$ cat src/rtl/concat_mult_add_grad_if.sv
`default_nettype none
// +------------------------------------------------------------------+
// | Module  : concat_mult_add_grad_if                                |
// | Brief   : Sample, error-output and gradient handshake bundle     |
// | Rev     : 1.0  initial release                                   |
// +------------------------------------------------------------------+
interface concat_mult_add_grad_if #(
  parameter int DATA_WIDTH  = 16,
  parameter int ACC_WIDTH   = 32,
  parameter int COUNT_WIDTH = 16
);
  logic                   in_valid;
  logic                   in_ready;
  logic                   in_last;
  logic [DATA_WIDTH-1:0]  delta;
  logic [DATA_WIDTH-1:0]  X;
  logic [DATA_WIDTH-1:0]  h_in;
  logic [DATA_WIDTH-1:0]  W0;
  logic [DATA_WIDTH-1:0]  W1;
  logic                   out_valid;
  logic                   out_ready;
  logic [DATA_WIDTH-1:0]  dx;
  logic [DATA_WIDTH-1:0]  dh;
  logic                   grad_valid;
  logic                   grad_ready;
  logic [ACC_WIDTH-1:0]   dW0;
  logic [ACC_WIDTH-1:0]   dW1;
  logic [ACC_WIDTH-1:0]   db;
  logic [COUNT_WIDTH-1:0] seq_len;
  logic                   ovf;

  modport master (
    output in_valid, in_last, delta, X, h_in, W0, W1, out_ready, grad_ready,
    input  in_ready, out_valid, dx, dh, grad_valid, dW0, dW1, db, seq_len, ovf
  );

  modport slave (
    input  in_valid, in_last, delta, X, h_in, W0, W1, out_ready, grad_ready,
    output in_ready, out_valid, dx, dh, grad_valid, dW0, dW1, db, seq_len, ovf
  );
endinterface
`default_nettype wire

$ cat src/rtl/concat_mult_add_grad.sv
`default_nettype none
// +------------------------------------------------------------------+
// | Module  : concat_mult_add_grad                                   |
// | Brief   : LSTM gate pre-activation backward pass: per-sample     |
// |           dx/dh and per-sequence dW0/dW1/db accumulation.        |
// |           GRAD_SAT_EN selects clamping instead of wrapping.      |
// | Rev     : 1.0  initial release                                   |
// +------------------------------------------------------------------+
module concat_mult_add_grad #(
  parameter int DATA_WIDTH  = 16,
  parameter int FRACT_WIDTH = 8,
  parameter int ACC_WIDTH   = 32,
  parameter int COUNT_WIDTH = 16
) (
  input  logic                  clk,
  input  logic                  rst_n,
  concat_mult_add_grad_if.slave bus
);

  localparam int PW = 2 * DATA_WIDTH;
  // Sum width wide enough that no accumulate step can wrap internally
  localparam int SW = ((ACC_WIDTH > PW) ? ACC_WIDTH : PW) + 1;

`ifdef GRAD_SAT_EN
  localparam logic [DATA_WIDTH-1:0] c_dat_max = {1'b0, {(DATA_WIDTH-1){1'b1}}};
  localparam logic [DATA_WIDTH-1:0] c_dat_min = {1'b1, {(DATA_WIDTH-1){1'b0}}};
  localparam logic [ACC_WIDTH-1:0]  c_acc_max = {1'b0, {(ACC_WIDTH-1){1'b1}}};
  localparam logic [ACC_WIDTH-1:0]  c_acc_min = {1'b1, {(ACC_WIDTH-1){1'b0}}};
`endif

  typedef enum logic [0:0] {
    RUN  = 1'b0,
    HOLD = 1'b1
  } state_t;

  state_t                 r_state;
  state_t                 w_state_nxt;
  logic                   w_in_ready;
  logic                   w_grad_valid;
  logic                   w_accept;
  logic                   w_grad_take;

  logic                   r_out_valid;
  logic [DATA_WIDTH-1:0]  r_dx;
  logic [DATA_WIDTH-1:0]  r_dh;
  logic [ACC_WIDTH-1:0]   r_acc [3];
  logic [COUNT_WIDTH-1:0] r_seq_len;
  logic                   r_ovf;

  logic signed [PW-1:0]   w_delta_x;
  logic [DATA_WIDTH-1:0]  w_opnd [4];
  logic signed [PW-1:0]   w_prod [4];
  logic signed [PW-1:0]   w_shift [4];
  logic [DATA_WIDTH-1:0]  w_res [2];
  logic [1:0]             w_res_ovf;
  logic [SW-1:0]          w_add [3];
  logic [ACC_WIDTH-1:0]   w_acc_nxt [3];
  logic [2:0]             w_acc_ovf;

  // Operand order: W0, W1 feed dx/dh; X, h_in feed dW0/dW1
  assign w_delta_x = {{DATA_WIDTH{bus.delta[DATA_WIDTH-1]}}, bus.delta};
  assign w_opnd[0] = bus.W0;
  assign w_opnd[1] = bus.W1;
  assign w_opnd[2] = bus.X;
  assign w_opnd[3] = bus.h_in;

  for (genvar j = 0; j < 4; j++) begin : g_prod
    logic signed [PW-1:0] w_opnd_x;
    assign w_opnd_x  = {{DATA_WIDTH{w_opnd[j][DATA_WIDTH-1]}}, w_opnd[j]};
    assign w_prod[j] = w_delta_x * w_opnd_x;
    assign w_shift[j] = w_prod[j] >>> FRACT_WIDTH;
  end

  for (genvar j = 0; j < 2; j++) begin : g_res
    logic [DATA_WIDTH-1:0] w_trunc;
    logic [PW-1:0]         w_back;
    assign w_trunc      = w_shift[j][DATA_WIDTH-1:0];
    assign w_back       = {{DATA_WIDTH{w_trunc[DATA_WIDTH-1]}}, w_trunc};
    assign w_res_ovf[j] = (w_back != w_shift[j]);
`ifdef GRAD_SAT_EN
    assign w_res[j] = !w_res_ovf[j] ? w_trunc
                    : (w_shift[j][PW-1] ? c_dat_min : c_dat_max);
`else
    assign w_res[j] = w_trunc;
`endif
  end

  assign w_add[0] = {{(SW-PW){w_shift[2][PW-1]}}, w_shift[2]};
  assign w_add[1] = {{(SW-PW){w_shift[3][PW-1]}}, w_shift[3]};
  assign w_add[2] = {{(SW-DATA_WIDTH){bus.delta[DATA_WIDTH-1]}}, bus.delta};

  for (genvar k = 0; k < 3; k++) begin : g_acc
    logic [SW-1:0]        w_sum;
    logic [SW-1:0]        w_back;
    logic [ACC_WIDTH-1:0] w_trunc;
    assign w_sum        = {{(SW-ACC_WIDTH){r_acc[k][ACC_WIDTH-1]}}, r_acc[k]} + w_add[k];
    assign w_trunc      = w_sum[ACC_WIDTH-1:0];
    assign w_back       = {{(SW-ACC_WIDTH){w_trunc[ACC_WIDTH-1]}}, w_trunc};
    assign w_acc_ovf[k] = (w_back != w_sum);
`ifdef GRAD_SAT_EN
    assign w_acc_nxt[k] = !w_acc_ovf[k] ? w_trunc
                        : (w_sum[SW-1] ? c_acc_min : c_acc_max);
`else
    assign w_acc_nxt[k] = w_trunc;
`endif
  end

  always_ff @(posedge clk or negedge rst_n) begin
    if (!rst_n) begin
      r_state <= RUN;
    end else begin
      r_state <= w_state_nxt;
    end
  end

  always_comb begin
    w_state_nxt  = r_state;
    w_in_ready   = 1'b0;
    w_grad_valid = 1'b0;
    case (r_state)
      RUN: begin
        w_in_ready = !r_out_valid || bus.out_ready;
        if (bus.in_valid && w_in_ready && bus.in_last) begin
          w_state_nxt = HOLD;
        end
      end
      HOLD: begin
        w_grad_valid = 1'b1;
        if (bus.grad_ready) begin
          w_state_nxt = RUN;
        end
      end
      default: w_state_nxt = RUN;
    endcase
  end

  assign w_accept    = bus.in_valid && w_in_ready;
  assign w_grad_take = w_grad_valid && bus.grad_ready;

  always_ff @(posedge clk or negedge rst_n) begin
    if (!rst_n) begin
      r_out_valid <= 1'b0;
      r_dx        <= '0;
      r_dh        <= '0;
      for (int k = 0; k < 3; k++) r_acc[k] <= '0;
      r_seq_len   <= '0;
      r_ovf       <= 1'b0;
    end else begin
      if (w_accept) begin
        r_out_valid <= 1'b1;
        r_dx        <= w_res[0];
        r_dh        <= w_res[1];
      end else if (bus.out_ready) begin
        r_out_valid <= 1'b0;
      end
      // Accept and gradient take are mutually exclusive (RUN vs HOLD)
      if (w_grad_take) begin
        for (int k = 0; k < 3; k++) r_acc[k] <= '0;
        r_seq_len <= '0;
        r_ovf     <= 1'b0;
      end else if (w_accept) begin
        for (int k = 0; k < 3; k++) r_acc[k] <= w_acc_nxt[k];
        if (r_seq_len != {COUNT_WIDTH{1'b1}}) begin
          r_seq_len <= r_seq_len + COUNT_WIDTH'(1);
        end
        if ((|w_res_ovf) || (|w_acc_ovf)) begin
          r_ovf <= 1'b1;
        end
      end
    end
  end

  assign bus.in_ready   = w_in_ready;
  assign bus.out_valid  = r_out_valid;
  assign bus.dx         = r_dx;
  assign bus.dh         = r_dh;
  assign bus.grad_valid = w_grad_valid;
  assign bus.dW0        = r_acc[0];
  assign bus.dW1        = r_acc[1];
  assign bus.db         = r_acc[2];
  assign bus.seq_len    = r_seq_len;
  assign bus.ovf        = r_ovf;

endmodule
`default_nettype wire

$ cat src/flat_wrapper.sv
// flat-port wrapper written by rule: the top's interface ports become plain ports
module concat_mult_add_grad_flat 
#(
  parameter int DATA_WIDTH  = 16,
  parameter int FRACT_WIDTH = 8,
  parameter int ACC_WIDTH   = 32,
  parameter int COUNT_WIDTH = 16
)
  (clk, rst_n, bus_in_valid, bus_in_last, bus_delta, bus_X, bus_h_in, bus_W0, bus_W1, bus_out_ready, bus_grad_ready, bus_in_ready, bus_out_valid, bus_dx, bus_dh, bus_grad_valid, bus_dW0, bus_dW1, bus_db, bus_seq_len, bus_ovf);
  concat_mult_add_grad_if #(.DATA_WIDTH(DATA_WIDTH), .ACC_WIDTH(ACC_WIDTH), .COUNT_WIDTH(COUNT_WIDTH)) bus_i ();
  input  logic clk;
  input  logic rst_n;
  input wire logic [$bits(bus_i.in_valid)-1:0] bus_in_valid;
  input wire logic [$bits(bus_i.in_last)-1:0] bus_in_last;
  input wire logic [$bits(bus_i.delta)-1:0] bus_delta;
  input wire logic [$bits(bus_i.X)-1:0] bus_X;
  input wire logic [$bits(bus_i.h_in)-1:0] bus_h_in;
  input wire logic [$bits(bus_i.W0)-1:0] bus_W0;
  input wire logic [$bits(bus_i.W1)-1:0] bus_W1;
  input wire logic [$bits(bus_i.out_ready)-1:0] bus_out_ready;
  input wire logic [$bits(bus_i.grad_ready)-1:0] bus_grad_ready;
  output wire logic [$bits(bus_i.in_ready)-1:0] bus_in_ready;
  output wire logic [$bits(bus_i.out_valid)-1:0] bus_out_valid;
  output wire logic [$bits(bus_i.dx)-1:0] bus_dx;
  output wire logic [$bits(bus_i.dh)-1:0] bus_dh;
  output wire logic [$bits(bus_i.grad_valid)-1:0] bus_grad_valid;
  output wire logic [$bits(bus_i.dW0)-1:0] bus_dW0;
  output wire logic [$bits(bus_i.dW1)-1:0] bus_dW1;
  output wire logic [$bits(bus_i.db)-1:0] bus_db;
  output wire logic [$bits(bus_i.seq_len)-1:0] bus_seq_len;
  output wire logic [$bits(bus_i.ovf)-1:0] bus_ovf;
  assign bus_i.in_valid = bus_in_valid;
  assign bus_i.in_last = bus_in_last;
  assign bus_i.delta = bus_delta;
  assign bus_i.X = bus_X;
  assign bus_i.h_in = bus_h_in;
  assign bus_i.W0 = bus_W0;
  assign bus_i.W1 = bus_W1;
  assign bus_i.out_ready = bus_out_ready;
  assign bus_i.grad_ready = bus_grad_ready;
  assign bus_in_ready = bus_i.in_ready;
  assign bus_out_valid = bus_i.out_valid;
  assign bus_dx = bus_i.dx;
  assign bus_dh = bus_i.dh;
  assign bus_grad_valid = bus_i.grad_valid;
  assign bus_dW0 = bus_i.dW0;
  assign bus_dW1 = bus_i.dW1;
  assign bus_db = bus_i.db;
  assign bus_seq_len = bus_i.seq_len;
  assign bus_ovf = bus_i.ovf;
  concat_mult_add_grad #(.DATA_WIDTH(DATA_WIDTH), .FRACT_WIDTH(FRACT_WIDTH), .ACC_WIDTH(ACC_WIDTH), .COUNT_WIDTH(COUNT_WIDTH)) u_core (.clk(clk), .rst_n(rst_n), .bus(bus_i));
endmodule
$ cat config.mk
export PLATFORM = sky130hd
export DESIGN_NAME = concat_mult_add_grad_flat
export DESIGN_NICKNAME = d
export VERILOG_FILES = /design/src/rtl/concat_mult_add_grad_if.sv /design/src/rtl/concat_mult_add_grad.sv /design/src/flat_wrapper.sv
export SDC_FILE = /design/constraint.sdc
export NUM_CORES = 2
export LEC_CHECK = 0
export ABC_AREA = 0
export BUFFER_PORTS_ARGS = -buffer_cell sky130_fd_sc_hd__clkbuf_2
export CELL_PAD_IN_SITES_DETAIL_PLACEMENT = 0
export CELL_PAD_IN_SITES_GLOBAL_PLACEMENT = 1
export CORE_ASPECT_RATIO = 1.75
export CORE_UTILIZATION = 50
export CTS_CLUSTER_SIZE = 24
export DETAILED_ROUTE_END_ITERATION = 10
export PLACE_DENSITY_LB_ADDON = 0.1
export SETUP_SLACK_MARGIN = 0.05
export SYNTH_ARGS = -nofsm -noshare
export SYNTH_HDL_FRONTEND = slang
export SYNTH_SLANG_ARGS = --single-unit
$ cat constraint.sdc
create_clock -name clk -period 4.95 [get_ports clk]
set_input_delay 0.2475 -clock clk [delete_from_list [all_inputs] [get_ports clk]]
set_output_delay 0.2475 -clock clk [all_outputs]
set_load 0.02 [all_outputs]
==> summary.md <==
| Metric | Value |
|---|---|
| Layout net count | 7932 |
| Die Outline Area | 99200 um^2 |
| Number of vias per cell | 5.24 |
| Cell family with most CP delay | adder cells |
| Critical Path RT | 5.32 ns |
| Skew-Pair Late Insertion Delay | 0.55 ns |
| Final cell utilization of the core | 0.630 |
| Cell area after synthesis | 49000 um^2 |
| Via count | 40.3k |
| Delay of the slowest cell on the worst path | 0.57 ns |
| Flip-flop and latch count after synthesis | 147 |
| Count of warnings emitted by yosys | 0 |
| Clock tree from TritonCTS | yes |
| Placed cells | 7591 |
| First-pass GRT wire length | 235 mm |
| Worst-case hold slack | 0.211 ns |
| Violated checks | setup timing |
| Layout-stage area growth over the synthesis result | 24.7% |
| Category of the worst setup path launch point | input pin |
| First DRT Iteration DRCs | 1395 |
| Weighted congestion reported at the end of routability-driven placement | 0.905 |
| Largest buffer count on any clock path | 2 |
| Final critical-path share of the clock period | 1.56 |
| Met3 routed wirelength | 4.86 mm |
| TritonCTS Buffers | 17 |
| Met1 wire length | 50.7 mm |
| Worst-case clock skew | 0.0283 ns |
| Placement Rows | 151 |
| Worst Setup End Kind | flop |
| WL per Instance | 19.0 um |
| RSZ-0062 raised after global routing | true |
| Slowest cell on the critical path | sky130_fd_sc_hd__fa_1 |
| Net count after synthesis | 7058 |
| Crit Path Class | input pin to flop |
| Seq/Total Area, Yosys | 0.0751 |
| Fraction of registers with async set/reset | 1.00 |
| Critical path buffers and inverters | 6 |
| Width of the die | 239 um |
| Estimated wirelength of the detail-placed design | 123 mm |
| Number of antenna violations at the first check in global routing | 8 |
| Effective utilization at floorplan | 0.505 |
| Total overflow reported by the global router | 0 |
| Final hold viol count | 0 |
| Die height | 416 um |
| Final WL | 147 mm |
| Number of buffers added on ports | 233 |
| Top sig layer | met5 |
| Number of H-tree branching levels | 4 |
| Clock period minus final worst setup slack | 7.74 ns |
| Max_slew headroom | 0.367 |
| Number of setup violations in the final report | 89 |
| Most common library cell in the layout ignoring fill and taps | sky130_fd_sc_hd__inv_1 |
| Ports placed on the boundary | 234 |
| Pin count of the biggest net entering global routing | 167 |
| Count of mapped cells out of synthesis | 5509 |
| Worst hold path type | input pin to async pin |
| Max Slew Vio Count | 0 |
| Avg Inst Size Synth | 8.89 um^2 |
| Antenna Nets Post-Route | 0 |
| Data arrival time of the worst path | 8.11 ns |
| Flip-flop cell with the highest count after synthesis | sky130_fd_sc_hd__dfrtp_1 |
| Highest achievable clock rate | 0.129 GHz |
| Layout fillers | 8595 |
| EDFF count, synth | 0 |
| GRT Resource Usage Total | 0.309 |
| Leading cell types in the layout, fill and taps excluded | 1186 x sky130_fd_sc_hd__inv_1, 1016 x sky130_fd_sc_hd__fa_1, 752 x sky130_fd_sc_hd__buf_4 |
| Most Frequent Cell on Critical Path | sky130_fd_sc_hd__fa_1 |
| Pin slew with the least headroom to its limit | 0.950 ns |
| Via count of the first global-routing pass | 45.3k |
| # Max-Cap Violations | 0 |
| Run status | finished, violations left |
| Share of final-layout standard cells stronger than drive strength 1 | 0.233 |
| Sinks on the clock net | 147 |
| Routed met2 length | 81.2 mm |
| Count of non-filler cells in the finished layout | 7699 |
| Root buffer cell | sky130_fd_sc_hd__clkbuf_16 |
| Clock transition time at the flip-flop clock pins of the worst setup and hold paths | 0.09 ns |
| Placeable Area | 96900 um^2 |
| Post-synthesis cell type count | 74 |
| Detailed-route DRC error count | 0 |
| Iteration count of the initial detailed-routing pass | 5 |
| Slack of the critical path | -2.79 ns |
| Critical-path maximum fanout | 6 |
==> routing by layer <==
metal / track usage / up-vias
met5: 0 / -
met4: 0.178 / 8
met3: 0.0339 / 373
met2: 0.586 / 878
met1: 0.325 / 20600
li1: - / 18500
==> per-stage QoR <==
| step | instance area, um^2 | setup TNS [ns] | setup slack, ns |
|---|---|---|---|
| 2_1_floorplan | 50600 | -98.18 | -2.87 |
| 3_3_place_gp | 57900 | -175.80 | -3.46 |
| 3_5_place_dp | 57900 | -178.81 | -3.52 |
| 4_1_cts | 60200 | -110.02 | -2.80 |
| 5_1_grt | 61000 | -136.21 | -3.09 |
| 6_report | 61000 | -114.32 | -2.79 |
==> synthesized netlist by cell type (all sizes together) (25+ instances only) <==
| master | number | share of area |
|---|---|---|
| a21o | 60 | 0.0092 |
| a21oi | 146 | 0.015 |
| and2 | 468 | 0.060 |
| and3 | 25 | 0.0032 |
| clkbuf | 210 | 0.016 |
| dfrtp | 147 | 0.075 |
| fa | 1047 | 0.43 |
| ha | 416 | 0.11 |
| inv | 1207 | 0.093 |
| nand2 | 666 | 0.051 |
| nand2b | 41 | 0.0052 |
| nand3 | 138 | 0.014 |
| nand4 | 25 | 0.0032 |
| nor2 | 154 | 0.012 |
| nor3 | 36 | 0.0037 |
| o21a | 31 | 0.0048 |
| o21ai | 218 | 0.023 |
| xnor2 | 126 | 0.023 |
| xor2 | 74 | 0.013 |
==> cell type report <==
type                       count  area (um^2)  area share
multi-input combinational   3926        41900       0.687
timing repair buffer        1082         8620       0.141
inverter                    1209         4540      0.0744
sequential                   147         3680      0.0603
tap                         1300         1630      0.0266
clock buffer                  18          439     0.00719
clock inverter                14          184     0.00301
antenna                        3         7.51    0.000123
==> flip-flops by register name, indices dropped and copies added (netlist names) <==
register              count
u_core.bus.out_valid      1
u_core.bus.dW1           32
u_core.r_state            1
u_core.bus.db            32
u_core.bus.ovf            1
u_core.bus.dx            16
u_core.bus.seq_len       16
u_core.bus.dW0           32
u_core.bus.dh            16
==> path summary, 6_finish.rpt <==
path | from | endpoint | slack, ns | cells past startpoint
worst max-delay path | bus_delta[11] | u_core.bus.ovf$_DFFE_PN0P_ | -2.79 | 35
worst min-delay path | rst_n | u_core.bus.dh[5]$_DFFE_PN0P_ | 0.21 | 2
worst max register to register | u_core.bus.db[0]$_DFFE_PN0P_ | u_core.bus.ovf$_DFFE_PN0P_ | 0.92 | 14
worst min register to register | u_core.bus.dx[5]$_DFFE_PN0P_ | u_core.bus.dx[5]$_DFFE_PN0P_ | 0.48 | 2
max in group asynchronous | rst_n | u_core.bus.dW0[21]$_DFFE_PN0P_ | 3.58 | 3
min in group clk | bus_grad_ready | u_core.bus.seq_len[5]$_DFFE_PN0P_ | 0.26 | 3
==> repair_timing <==
| action | 4_1_cts | 5_1_grt |
|---|---|---|
| gates cloned | 4 | 4 |
| hold buffers | 4 | 0 |
| resized for setup | 265 | 141 |
| setup buffers | 41 | 22 |
| endpoints found under the setup margin | 92 | 92 |
| pin swaps | 114 | 69 |
| hold endpoints to repair | 42 | 0 |
==> cell families (layout without fill, tap and decap cells) <==
group / Yosys count / count (layout) / share of synthesized area
fa+ha+maj: 1463 / 1463 / 0.535
simple gates: 1632 / 1632 / 0.163
xor+xnor: 200 / 200 / 0.0358
buf+inv: 1436 / 2323 / 0.110
compound gates: 629 / 629 / 0.0807
other cells: 0 / 3 / 0
flops: 147 / 147 / 0.0751
mux: 2 / 2 / 0.000435
Power is left out: the tool's default activity adds up to more than one toggle a clock period on the data nets, which glitch-free logic cannot reach.
